===== config.mk =====
export PLATFORM = sky130hd
export DESIGN_NAME = hazard_ctrl
export DESIGN_NICKNAME = d
export VERILOG_FILES = /design/src/rtl/hazard_pkg.sv /design/src/rtl/pipes_pkg.sv /design/src/rtl/hazard_ctrl_md_ctr.sv /design/src/rtl/hazard_ctrl.sv
export SDC_FILE = /design/constraint.sdc
export NUM_CORES = 1
export LEC_CHECK = 0
export BUFFER_PORTS_ARGS = -buffer_cell sky130_fd_sc_hd__buf_2
export CAP_MARGIN = 30
export CORE_MARGIN = 1
export CORE_UTILIZATION = 40
export DETAILED_ROUTE_END_ITERATION = 8
export PLACE_DENSITY = 0.82
export SLEW_MARGIN = 20
export SYNTH_ARGS = -nofsm -noshare
export SYNTH_HDL_FRONTEND = slang
export SYNTH_SLANG_ARGS = --single-unit

===== constraint.sdc =====
create_clock -name clk_i -period 1.75 [get_ports clk_i]
set_input_delay 0.0875 -clock clk_i [delete_from_list [all_inputs] [get_ports clk_i]]
set_output_delay 0.0875 -clock clk_i [all_outputs]
set_load 0.02 [all_outputs]

===== src/rtl/hazard_pkg.sv =====
// hazard_pkg: shared hazard-control types, default latencies and the forward-select helper.
package hazard_pkg;
   localparam int MUL_LAT_DEF = 3;
   localparam int DIV_LAT_DEF = 34;

   typedef enum logic [1:0] {FWD_RF = 2'd0, FWD_MEM = 2'd1, FWD_WB = 2'd2} fwd_sel_t;
   typedef enum logic [1:0] {MD_IDLE, MD_BUSY, MD_DONE} md_state_t;
   typedef enum logic {F_IDLE, F_DROP} fetch_state_t;

   // MEM wins over WB because it holds the younger value
   function automatic fwd_sel_t fwd_pick(input logic mem_hit, input logic wb_hit);
      return mem_hit ? FWD_MEM : (wb_hit ? FWD_WB : FWD_RF);
   endfunction
endpackage


===== src/rtl/pipes_pkg.sv =====
// pipes: per-pipeline-register enable vectors (fd, de, em, mw; fd is the MSB).
package pipes;
   typedef struct packed {
      logic fd;
      logic de;
      logic em;
      logic mw;
   } regstall_en_t;

   typedef struct packed {
      logic fd;
      logic de;
      logic em;
      logic mw;
   } regflush_en_t;
endpackage


===== src/rtl/hazard_ctrl_md_ctr.sv =====
// hazard_md_ctr: mul/div EX-occupancy FSM; stalls for LAT cycles, then waits in MD_DONE for EX to advance.
module hazard_md_ctr
   import hazard_pkg::*;
#(
   parameter int MUL_LAT = MUL_LAT_DEF,
   parameter int DIV_LAT = DIV_LAT_DEF
) (
   input  logic clk_i,
   input  logic reset_i,
   input  logic md_start_i,
   input  logic md_is_div_i,
   input  logic em_adv_i,
   output logic md_stall_o,
   output logic md_busy_o
);
   localparam int CW = $clog2(DIV_LAT > MUL_LAT ? DIV_LAT : MUL_LAT);

   md_state_t st_q, st_d;
   logic [CW-1:0] cnt_q, cnt_d;

   always_ff @(posedge clk_i or posedge reset_i) begin
      if (reset_i) begin
         st_q  <= MD_IDLE;
         cnt_q <= '0;
      end else begin
         st_q  <= st_d;
         cnt_q <= cnt_d;
      end
   end

   always_comb begin
      st_d       = st_q;
      cnt_d      = cnt_q;
      md_stall_o = 1'b0;
      case (st_q)
         MD_IDLE: if (md_start_i) begin
            md_stall_o = 1'b1;
            cnt_d      = md_is_div_i ? CW'(DIV_LAT - 1) : CW'(MUL_LAT - 1);
            st_d       = MD_BUSY;
         end
         MD_BUSY: begin
            md_stall_o = 1'b1;
            cnt_d      = cnt_q - CW'(1);
            st_d       = (cnt_q == CW'(1)) ? MD_DONE : MD_BUSY;
         end
         MD_DONE: st_d = em_adv_i ? MD_IDLE : MD_DONE;
         default: st_d = MD_IDLE;
      endcase
   end

   assign md_busy_o = st_q != MD_IDLE;
endmodule


===== src/rtl/hazard_ctrl.sv =====
// hazard_ctrl: 5-stage pipeline stall/flush/forward control with mul/div and fetch-drop FSMs.
// Define HAZARD_FWD_EN to enable EX operand forwarding; otherwise EX/MEM dependences stall.
module hazard_ctrl
   import hazard_pkg::*;
   import pipes::*;
#(
   parameter int REG_AW  = 5,
   parameter int MUL_LAT = MUL_LAT_DEF,
   parameter int DIV_LAT = DIV_LAT_DEF
) (
   input  logic              clk_i,
   input  logic              reset_i,
   input  logic              ireq_busy_i,
   input  logic              idata_ok_i,
   input  logic              d_wait_i,
   input  logic [REG_AW-1:0] id_rs1_i,
   input  logic [REG_AW-1:0] id_rs2_i,
   input  logic [1:0]        id_rs_used_i,
   input  logic [REG_AW-1:0] ex_rs1_i,
   input  logic [REG_AW-1:0] ex_rs2_i,
   input  logic [REG_AW-1:0] ex_rd_i,
   input  logic              ex_wen_i,
   input  logic              ex_is_load_i,
   input  logic [REG_AW-1:0] mem_rd_i,
   input  logic              mem_wen_i,
   input  logic              mem_is_load_i,
   input  logic [REG_AW-1:0] wb_rd_i,
   input  logic              wb_wen_i,
   input  logic              md_start_i,
   input  logic              md_is_div_i,
   input  logic              redirect_i,
   output logic              pc_hold_o,
   output regstall_en_t      stall_o,
   output regflush_en_t      flush_o,
   output fwd_sel_t          fwd_a_o,
   output fwd_sel_t          fwd_b_o,
   output logic              md_busy_o
);
   fetch_state_t f_q, f_d;
   logic ex_v, mem_v, ex_hit, load_use, fetch_wait, drop_hit, md_stall, em_adv;

   assign ex_v   = ex_wen_i && ex_rd_i != '0;
   assign mem_v  = mem_wen_i && mem_rd_i != '0;
   assign ex_hit = (id_rs_used_i[0] && id_rs1_i == ex_rd_i) || (id_rs_used_i[1] && id_rs2_i == ex_rd_i);

`ifdef HAZARD_FWD_EN
   logic wb_v;
   assign wb_v     = wb_wen_i && wb_rd_i != '0;
   assign load_use = ex_v && ex_is_load_i && ex_hit;
   // a load still in MEM has no data yet, so it is never a forward source
   assign fwd_a_o  = fwd_pick(mem_v && !mem_is_load_i && mem_rd_i == ex_rs1_i, wb_v && wb_rd_i == ex_rs1_i);
   assign fwd_b_o  = fwd_pick(mem_v && !mem_is_load_i && mem_rd_i == ex_rs2_i, wb_v && wb_rd_i == ex_rs2_i);
`else
   logic mem_hit, unused_fwd;
   assign mem_hit    = (id_rs_used_i[0] && id_rs1_i == mem_rd_i) || (id_rs_used_i[1] && id_rs2_i == mem_rd_i);
   assign load_use   = (ex_v && ex_hit) || (mem_v && mem_hit);
   assign fwd_a_o    = FWD_RF;
   assign fwd_b_o    = FWD_RF;
   assign unused_fwd = ^{ex_rs1_i, ex_rs2_i, ex_is_load_i, mem_is_load_i, wb_rd_i, wb_wen_i};
`endif

   assign em_adv = !(d_wait_i || md_stall);

   hazard_md_ctr #(.MUL_LAT(MUL_LAT), .DIV_LAT(DIV_LAT)) u_md (
      .clk_i      (clk_i),
      .reset_i    (reset_i),
      .md_start_i (md_start_i),
      .md_is_div_i(md_is_div_i),
      .em_adv_i   (em_adv),
      .md_stall_o (md_stall),
      .md_busy_o  (md_busy_o)
   );

   always_ff @(posedge clk_i or posedge reset_i) begin
      if (reset_i) f_q <= F_IDLE;
      else         f_q <= f_d;
   end

   always_comb begin
      f_d = f_q;
      if (f_q == F_IDLE) f_d = (redirect_i && ireq_busy_i && !idata_ok_i) ? F_DROP : F_IDLE;
      else               f_d = idata_ok_i ? F_IDLE : F_DROP;
   end

   assign fetch_wait = ireq_busy_i || (f_q == F_DROP && !idata_ok_i);
   assign drop_hit   = f_q == F_DROP && idata_ok_i;

   always_comb begin
      pc_hold_o = 1'b0;
      stall_o   = '0;
      flush_o   = '0;
      if (d_wait_i) begin
         pc_hold_o = 1'b1;
         stall_o   = '1;
      end else if (md_stall) begin
         pc_hold_o  = 1'b1;
         stall_o.fd = 1'b1;
         stall_o.de = 1'b1;
         stall_o.em = 1'b1;
         flush_o.mw = 1'b1;
      end else if (redirect_i) begin
         flush_o.fd = 1'b1;
         flush_o.de = 1'b1;
      end else if (load_use) begin
         pc_hold_o  = 1'b1;
         stall_o.fd = 1'b1;
         stall_o.de = 1'b1;
         flush_o.em = 1'b1;
      end else if (fetch_wait || drop_hit) begin
         pc_hold_o  = fetch_wait;
         flush_o.fd = 1'b1;
      end
   end
endmodule

==> summary.txt, run 1 <==
Setup path
  – Arr. time, crit path: 1.56 ns
  – Setup CP Type: in2out
  – Crit-path max FO: 3
  – Worst path required time: 1.66 ns
  – Crit. End Element: output port
  – CP Launch Type: primary input

Clock tree
  – Number of CTS-inserted buffers: 3
  – Clock slew at reported path FFs: 0.06 ns
  – Later-pin clock latency in the skew report: approximately 0.27 ns
  – Root buf cell: clkbuf_4
  – Sink Count: 9
  – CTS tree: done
  – Clock Path Buffers: 2
  – Htree depth: 1

Hold path
  – Min-delay worst type: in2reg

Timing
  – Min Hold Slack: 0.1216 ns
  – Setup TNS: 0 ns
  – Final setup fails: 0
  – Setup WS post-layout: 0.09999 ns
  – Final hold vios: 0
  – Max-slew violations: 0
  – Fin crit period: 1.650 ns
  – Tcrit/Tclk final: 0.9429
  – RSZ-0062 raised after global routing: false
  – Peak Freq: 606.1 MHz
  – Clock skew: approximately 0.00045 ns

Final layout
  – Layout cells sized above 1: 0.3354
  – FILL cells: ~200
  – Multi-input combinational cell area: 611.8 sq um
  – Area growth syn-to-layout: 31.92%
  – Antenna cells: 0
  – Register cell area after layout: 225.2 sq um
  – Layout Nets: roughly 210

Synth
  – FFs w/ async S/R, synth: 1.000
  – Most numerous cell in the Yosys netlist: xnor2_1
  – EDFF count, synth: 0
  – Sequential-to-total area share from yosys stat: 0.2553
  – Synth Instances: 112
  – Top-area cell type share of the netlist area: 0.2553
  – Synth top area cells: dfrtp_1 26%, xnor2_1 20%, nor2_1 5.5%
  – Syn Std Cell Area: 882.1 sq um
  – FF+latch count, synth: 9
  – Netlist cell types: 36
  – Cell taking the most area after synthesis: dfrtp_1
  – Yosys warns: 0
  – Syn avg cell area: 7.876 sq um
  – Synth top cells by count: 20 x xnor2_1, 13 x nor2_1, 12 x nand2_1
  – Main flop type after synthesis: dfrtp_1

Detailed routing
  – Average vias per placed instance: 5.259
  – Initial drt markers: 24
  – Vias: around 1000
  – DRT antenna net count: 0
  – Wire per inst: 12.81 microns
  – Total wire length: 2370 microns
  – DRT Pass-1 Iters: 4
  – Drt drc: 0

Run
  – Max-cap violations: 0

Power and ir drop
  – Combinational power share: 0.540
  – Clock network power share: 0.135
  – Switching Fraction: 0.4332
  – PwrDens: 1065 nW/um^2
  – Total internal power: 0.0007025 W
  – Worst vdd ir: 0.6446 mV
  – Pleak: 0.5248 nW
  – Sequential power share: 0.325
  – P_sw: 0.0005370 W

GRT
  – Grt total ovfl: 0
  – All-Layer GR Usage: 0.2063
  – Largest net degree at the start of global routing: 14
  – Vias in the first global route: 889
  – GR Util met3: 0.05607
  – GR met1 Demand/Resource: 0.2239
  – First-pass GRT wire length: 3843 microns
  – Layer with the highest usage: met2
  – GR Util met2: 0.3935
  – Antenna violations before repair: 0

Die
  – Die W: 48.96 microns
  – Die area: 2397 sq um
  – Initial core utilization: 0.4363
  – Core Area: 2022 sq um
  – Die H: about 50 microns
  – IO Pins: 64
  – Num rows: 16

Placement
  – Dpl ws: 0.07266 ns
  – GP Congestion: 0.9310
  – # port buffers: 41
  – Post-DP HPWL: 1840 microns

Outcome
  – Run status: completed
## routing by layer
metal / routed length, microns / part of all wire
met3: 125 / 0.053
met1: 972 / 0.41
met2: 1260 / 0.53
met4: 12 / 0.0051
met5: 0 / 0
## flip-flops by register name, summed over array words and instances, names as in the netlist
| register | count |
|---|---|
| f_q | 1 |
| u_md.cnt_q | 6 |
| u_md.st_q | 2 |
## power by group through the flow
stage / sequential [W] / clock, W / combinational [W]
floorplan: 0.000375 / 0 / 0.000475
global placement: 0.000388 / 0 / 0.000616
detailed placement: 0.000396 / 0 / 0.000640
CTS: 0.000393 / 0.000170 / 0.000658
global route: 0.000410 / 0.000181 / 0.000748
finish: 0.000403 / 0.000167 / 0.000670
## placed cells by master, fill, tap and decap left out, types with 2 or more instances in the layout
cell / instances
xnor2_1: 20
nor2_1: 13
a21oi_1: 4
buf_4: 3
dlygate4sd3_1: 2
nand2b_1: 2
inv_2: 2
or4_1: 2
nor3b_1: 2
nand4_1: 4
a22o_1: 2
o21ai_1: 2
nor3_1: 2
conb_1: 4
inv_1: 3
o21ai_2: 2
clkbuf_4: 3
dfrtp_1: 9
or2_1: 2
buf_2: 41
nand2_1: 12
o22ai_1: 3
ha_1: 2
## critical path: stages
cell and delay [ns]:
buf_2 0.13, or4_1 0.58, o21ai_2 0.15, nor2_1 0.06, a22oi_2 0.19, o311a_1 0.20
buf_2 0.16
## path summary, 6_finish.rpt
check                                               start                   endpoint  slack [ns]  depth (start not counted)
worst max-delay path                           ex_rd_i[1]                 flush_o[3]         0.1                          7
worst min-delay path                          ireq_busy_i              f_q$_DFF_PP0_        0.12                          3
worst max register to register  u_md.cnt_q[2]$_DFFE_PP0P_   u_md.st_q[1]$_DFFE_PP0P_        0.34                          3
worst min register to register              f_q$_DFF_PP0_              f_q$_DFF_PP0_        0.55                          2
max in group asynchronous                         reset_i              f_q$_DFF_PP0_        1.17                          3
min in group asynchronous                         reset_i  u_md.cnt_q[2]$_DFFE_PP0P_        0.32                          3
## per-stage QoR
stage | power (W) | utilization | cells | instance area, sq um
after floorplan | 0.0008504 | - | 115 | 893.4
after global placement | 0.001004 | 0.5433 | 178 | 1099
after detailed placement | 0.001037 | 0.5433 | 178 | 1099
after CTS | 0.001221 | 0.5712 | 185 | 1155
after global routing | 0.001339 | 0.5755 | 185 | 1164
final | 0.001240 | 0.5755 | 185 | 1164
## kinds of logic after synthesis
| kind of cell | after synthesis | share of synthesized area |
|---|---|---|
| simple gates | 46 | 0.2596 |
| compound gates | 21 | 0.1660 |
| xor+xnor | 20 | 0.1986 |
| buf+inv | 12 | 0.07659 |
| flops | 9 | 0.2553 |
| fa+ha+maj | 2 | 0.02836 |
| other cells | 1 | 0.004251 |
| mux | 1 | 0.01135 |
## repair_timing
action | in CTS | in global routing
gates resized for setup | 1 | 2
endpoints found under the setup margin | 1 | 2
hold buffers | 2 | 0
pin swaps | 0 | 1
setup buffers | 1 | 0
hold endpoints to repair | 10 | 0
## cell type report
class | count | share of cell area
Tap cell | 27 | 0.02903
Clock buffer | 4 | 0.02258
Timing Repair Buffer | 46 | 0.2129
Sequential cell | 9 | 0.1935
Multi-Input combinational cell | 94 | 0.5258
Inverter | 5 | 0.01613
No activity file was read; power rests on OpenSTA's default activity.
==> run 2, diff against run 1 <==
--- a/config.mk
+++ b/config.mk
@@ -9,6 +9,7 @@
 export CAP_MARGIN = 30
 export CORE_MARGIN = 1
 export CORE_UTILIZATION = 40
+export CTS_BUF_LIST = sky130_fd_sc_hd__clkbuf_16
 export DETAILED_ROUTE_END_ITERATION = 8
 export PLACE_DENSITY = 0.82
 export SLEW_MARGIN = 20
==> summary.txt, run 2 (synthesized netlist as in run 1, its figures left out) <==
Final layout
  – FILL cells: 196 (was 203)
  – Layout Nets: 209 (was 211)
  – Most flops, register: u_md.cnt_q (unchanged)
  – Final core occ: 0.5934 (was 0.5755)
  – Commonest non-fill, non-tap cells in the layout: 41 x buf_2, 20 x xnor2_1, 13 x nor2_1 (unchanged)
  – Register cell area after layout: 226.5 sq um (was 225.2 sq um)
  – Commonest non-fill, non-tap cell in the layout: buf_2 (unchanged)
  – Multi-input combinational cell area: 611.8 sq um (unchanged)
  – Antenna cells: 0 (unchanged)
  – Design Area, Final: 1200 sq um (was 1164 sq um)
  – Layout cells sized above 1: 0.3397 (was 0.3354)
  – Area growth syn-to-layout: 36.03% (was 31.92%)
  – Top Registers: u_md.cnt_q x6, u_md.st_q x2, f_q x1 (unchanged)
  – Max FFs per register: 6 (unchanged)

Detailed routing
  – Met2 wire length: 1234 microns (was 1260 microns)
  – Vias: 949 (was 973)
  – DRT antenna net count: 0 (unchanged)
  – Met3 WL post-DR: 140 microns (was 125 microns)
  – Total wire length: 2313 microns (was 2370 microns)
  – Initial drt markers: 21 (was 24)
  – Average vias per placed instance: 5.186 (was 5.259)
  – Wire per inst: 12.64 microns (was 12.81 microns)
  – Top sig layer: met4 (unchanged)
  – Drt drc: 0 (unchanged)
  – DRT Pass-1 Iters: 4 (unchanged)
  – Met1 wire length: 920 microns (was 972 microns)

Setup path
  – CP dominant cell by count: buf_2 (unchanged)
  – R2r endpoint: u_md.st_q[1]$_DFFE_PP0P_ (unchanged)
  – Slowest cell on crit path: or4_1 (unchanged)
  – Crit-path cells: buf_2 > or4_1 > o21ai_2 > nor2_1 > a22oi_2 > o311a_1 > buf_2 (unchanged)
  – Crit-path max FO: 3 (unchanged)
  – CP Launch Type: primary input (unchanged)
  – R2r setup slk: 0.31 ns (was 0.34 ns)
  – Arr. time, crit path: 1.56 ns (about the same)
  – Reg-to-Reg Start: u_md.cnt_q[2]$_DFFE_PP0P_ (unchanged)
  – CP peak stage delay: 0.58 ns (about the same)
  – Worst path required time: 1.66 ns (about the same)
  – Crit. End Element: output port (unchanged)
  – Setup CP Type: in2out (unchanged)
  – R2R cell count: 3 (unchanged)

Placement
  – GP Congestion: 0.9310 (unchanged)
  – DP Area: 1099 sq um (unchanged)
  – # port buffers: 41 (unchanged)
  – Dpl ws: 0.07266 ns (unchanged)
  – Post-DP HPWL: 1840 microns (unchanged)

Die
  – Num rows: 16 (unchanged)
  – Die H: 48.96 microns (unchanged)
  – Die area: 2397 sq um (unchanged)
  – Core Area: 2022 sq um (unchanged)
  – Die W: 48.96 microns (unchanged)
  – IO Pins: 64 (unchanged)
  – Initial core utilization: 0.4363 (unchanged)

Power and ir drop
  – Total power: 0.001465 W (was 0.001240 W)
  – Worst vdd ir: 1.063 mV (was 0.6446 mV)
  – Switching Fraction: 0.3772 (was 0.4332)
  – Combinational power share: 0.453 (was 0.540)
  – Total internal power: 0.0009123 W (was 0.0007025 W)
  – PwrDens: 1221 nW/um^2 (was 1065 nW/um^2)
  – Clock network power share: 0.273 (was 0.135)
  – Sequential power share: 0.274 (was 0.325)
  – Pleak: 0.5408 nW (was 0.5248 nW)
  – P_sw: 0.0005526 W (was 0.0005370 W)

Timing
  – Max-slew violations: 0 (unchanged)
  – Fin crit period: 1.649 ns (was 1.650 ns)
  – RSZ-0062 raised after global routing: false (unchanged)
  – Setup TNS: 0 ns (unchanged)
  – Setup WS post-layout: 0.1014 ns (was 0.09999 ns)
  – Max transition margin: 0.6710
  – Final hold vios: 0 (unchanged)
  – Tcrit/Tclk final: 0.9421 (was 0.9429)
  – Peak Freq: 606.6 MHz (was 606.1 MHz)
  – Slew @ Worst Pin: ~0.49 ns
  – Final setup fails: 0 (unchanged)
  – Clock skew: 0.0003755 ns (was 0.0004479 ns)

GRT
  – All-Layer GR Usage: 0.2063 (unchanged)
  – First-pass GRT wire length: 3815 microns (was 3843 microns)
  – Grt total ovfl: 0 (unchanged)
  – Largest net degree at the start of global routing: 14 (unchanged)
  – Vias in the first global route: 905 (was 889)
  – Antenna violations before repair: 0 (unchanged)

Hold path
  – Hold path endpoint: f_q$_DFF_PP0_ (unchanged)
  – Min-delay worst type: in2reg (unchanged)
  – HP Start: idata_ok_i (was ireq_busy_i)
  – Hold depth: 2 (was 3)

Clock tree
  – Number of CTS-inserted buffers: 3 (unchanged)
  – Clock slew at reported path FFs: 0.04 ns (was 0.06 ns)
  – Sink Count: 9 (unchanged)
  – Post-CTS setup buffers: 0 (was 1)
  – Later-pin clock latency in the skew report: 0.23 ns (was 0.27 ns)
  – Htree depth: 1 (unchanged)
  – CTS tree: done (unchanged)
  – Root buf cell: clkbuf_16 (was clkbuf_4)
  – Clock Path Buffers: 2 (unchanged)

Run
  – Max-cap violations: 0 (unchanged)

Outcome
  – Run status: completed (unchanged)
run 2: changes by cell type in the layout (fill, tap and decap cells not counted):
cell	delta
clkbuf_16	+3
clkbuf_4	-3
buf_4	-1
clkbuf_1	-1
dfrtp_1	-1
dfrtp_2	+1
dlygate4sd3_1	-1
inv_1	+1
run 2: area by class of cell:
cell class | instances | share of cell area
Clock buffer | 3 | 0.06257
Clock inverter | 1 | 0.003128
Inverter | 5 | 0.01564
Multi-Input combinational cell | 94 | 0.5099
Sequential cell | 9 | 0.1887
Tap cell | 27 | 0.02815
Timing Repair Buffer | 44 | 0.1919
run 2: layer usage:
layer | vias to the layer above | track usage
met1 | 439 | 0.2162
met4 | 0 | 0.05882
met2 | 36 | 0.3866
met5 | - | 0
met3 | 2 | 0.06854
li1 | 472 | -
run 2: how the worst max path moves through the flow:
stage,start,end,slack [ns],cells past startpoint
floorplan,u_md.st_q[1]$_DFFE_PP0P_,pc_hold_o,0.18,5
global placement,ex_rd_i[1],flush_o[3],0.14,7
detailed placement,ex_rd_i[1],flush_o[3],0.07,7
CTS,u_md.st_q[1]$_DFFE_PP0P_,pc_hold_o,0.03,7
global route,ex_rd_i[1],flush_o[3],0.02,7
finish,ex_rd_i[1],flush_o[3],0.10,7
run 2: timing repair:
| action | 4_1_cts | 5_1_grt |
|---|---|---|
| endpoints found under the setup margin | 1 | 2 |
| endpoints found under the hold margin | 9 | 0 |
| gates resized for setup | 1 | 3 |
| pin swaps | 0 | 1 |
| hold buffers | 1 | 0 |
run 2: power groups by stage:
stage	Sequential (W)	Clock, W	Combinational, W
final	0.000401	0.000400	0.000664
after global routing	0.000413	0.000419	0.000749
after CTS	0.000397	0.000405	0.000658
after detailed placement	0.000396	0	0.000640
after global placement	0.000388	0	0.000616
after floorplan	0.000375	0	0.000475
run 2: stage by stage:
step,instances,hold slack (ns)
6_report,183,0.02053
5_1_grt,183,0.01776
4_1_cts,183,0.01725
3_5_place_dp,178,0.06381
3_3_place_gp,178,0.06086
2_1_floorplan,115,-0.08458
run 2: critical path: cells and delay by family:
family,cells,cell delay [ns]
buf+inv,2,0.29
simple gates,2,0.64
compound gates,3,0.55
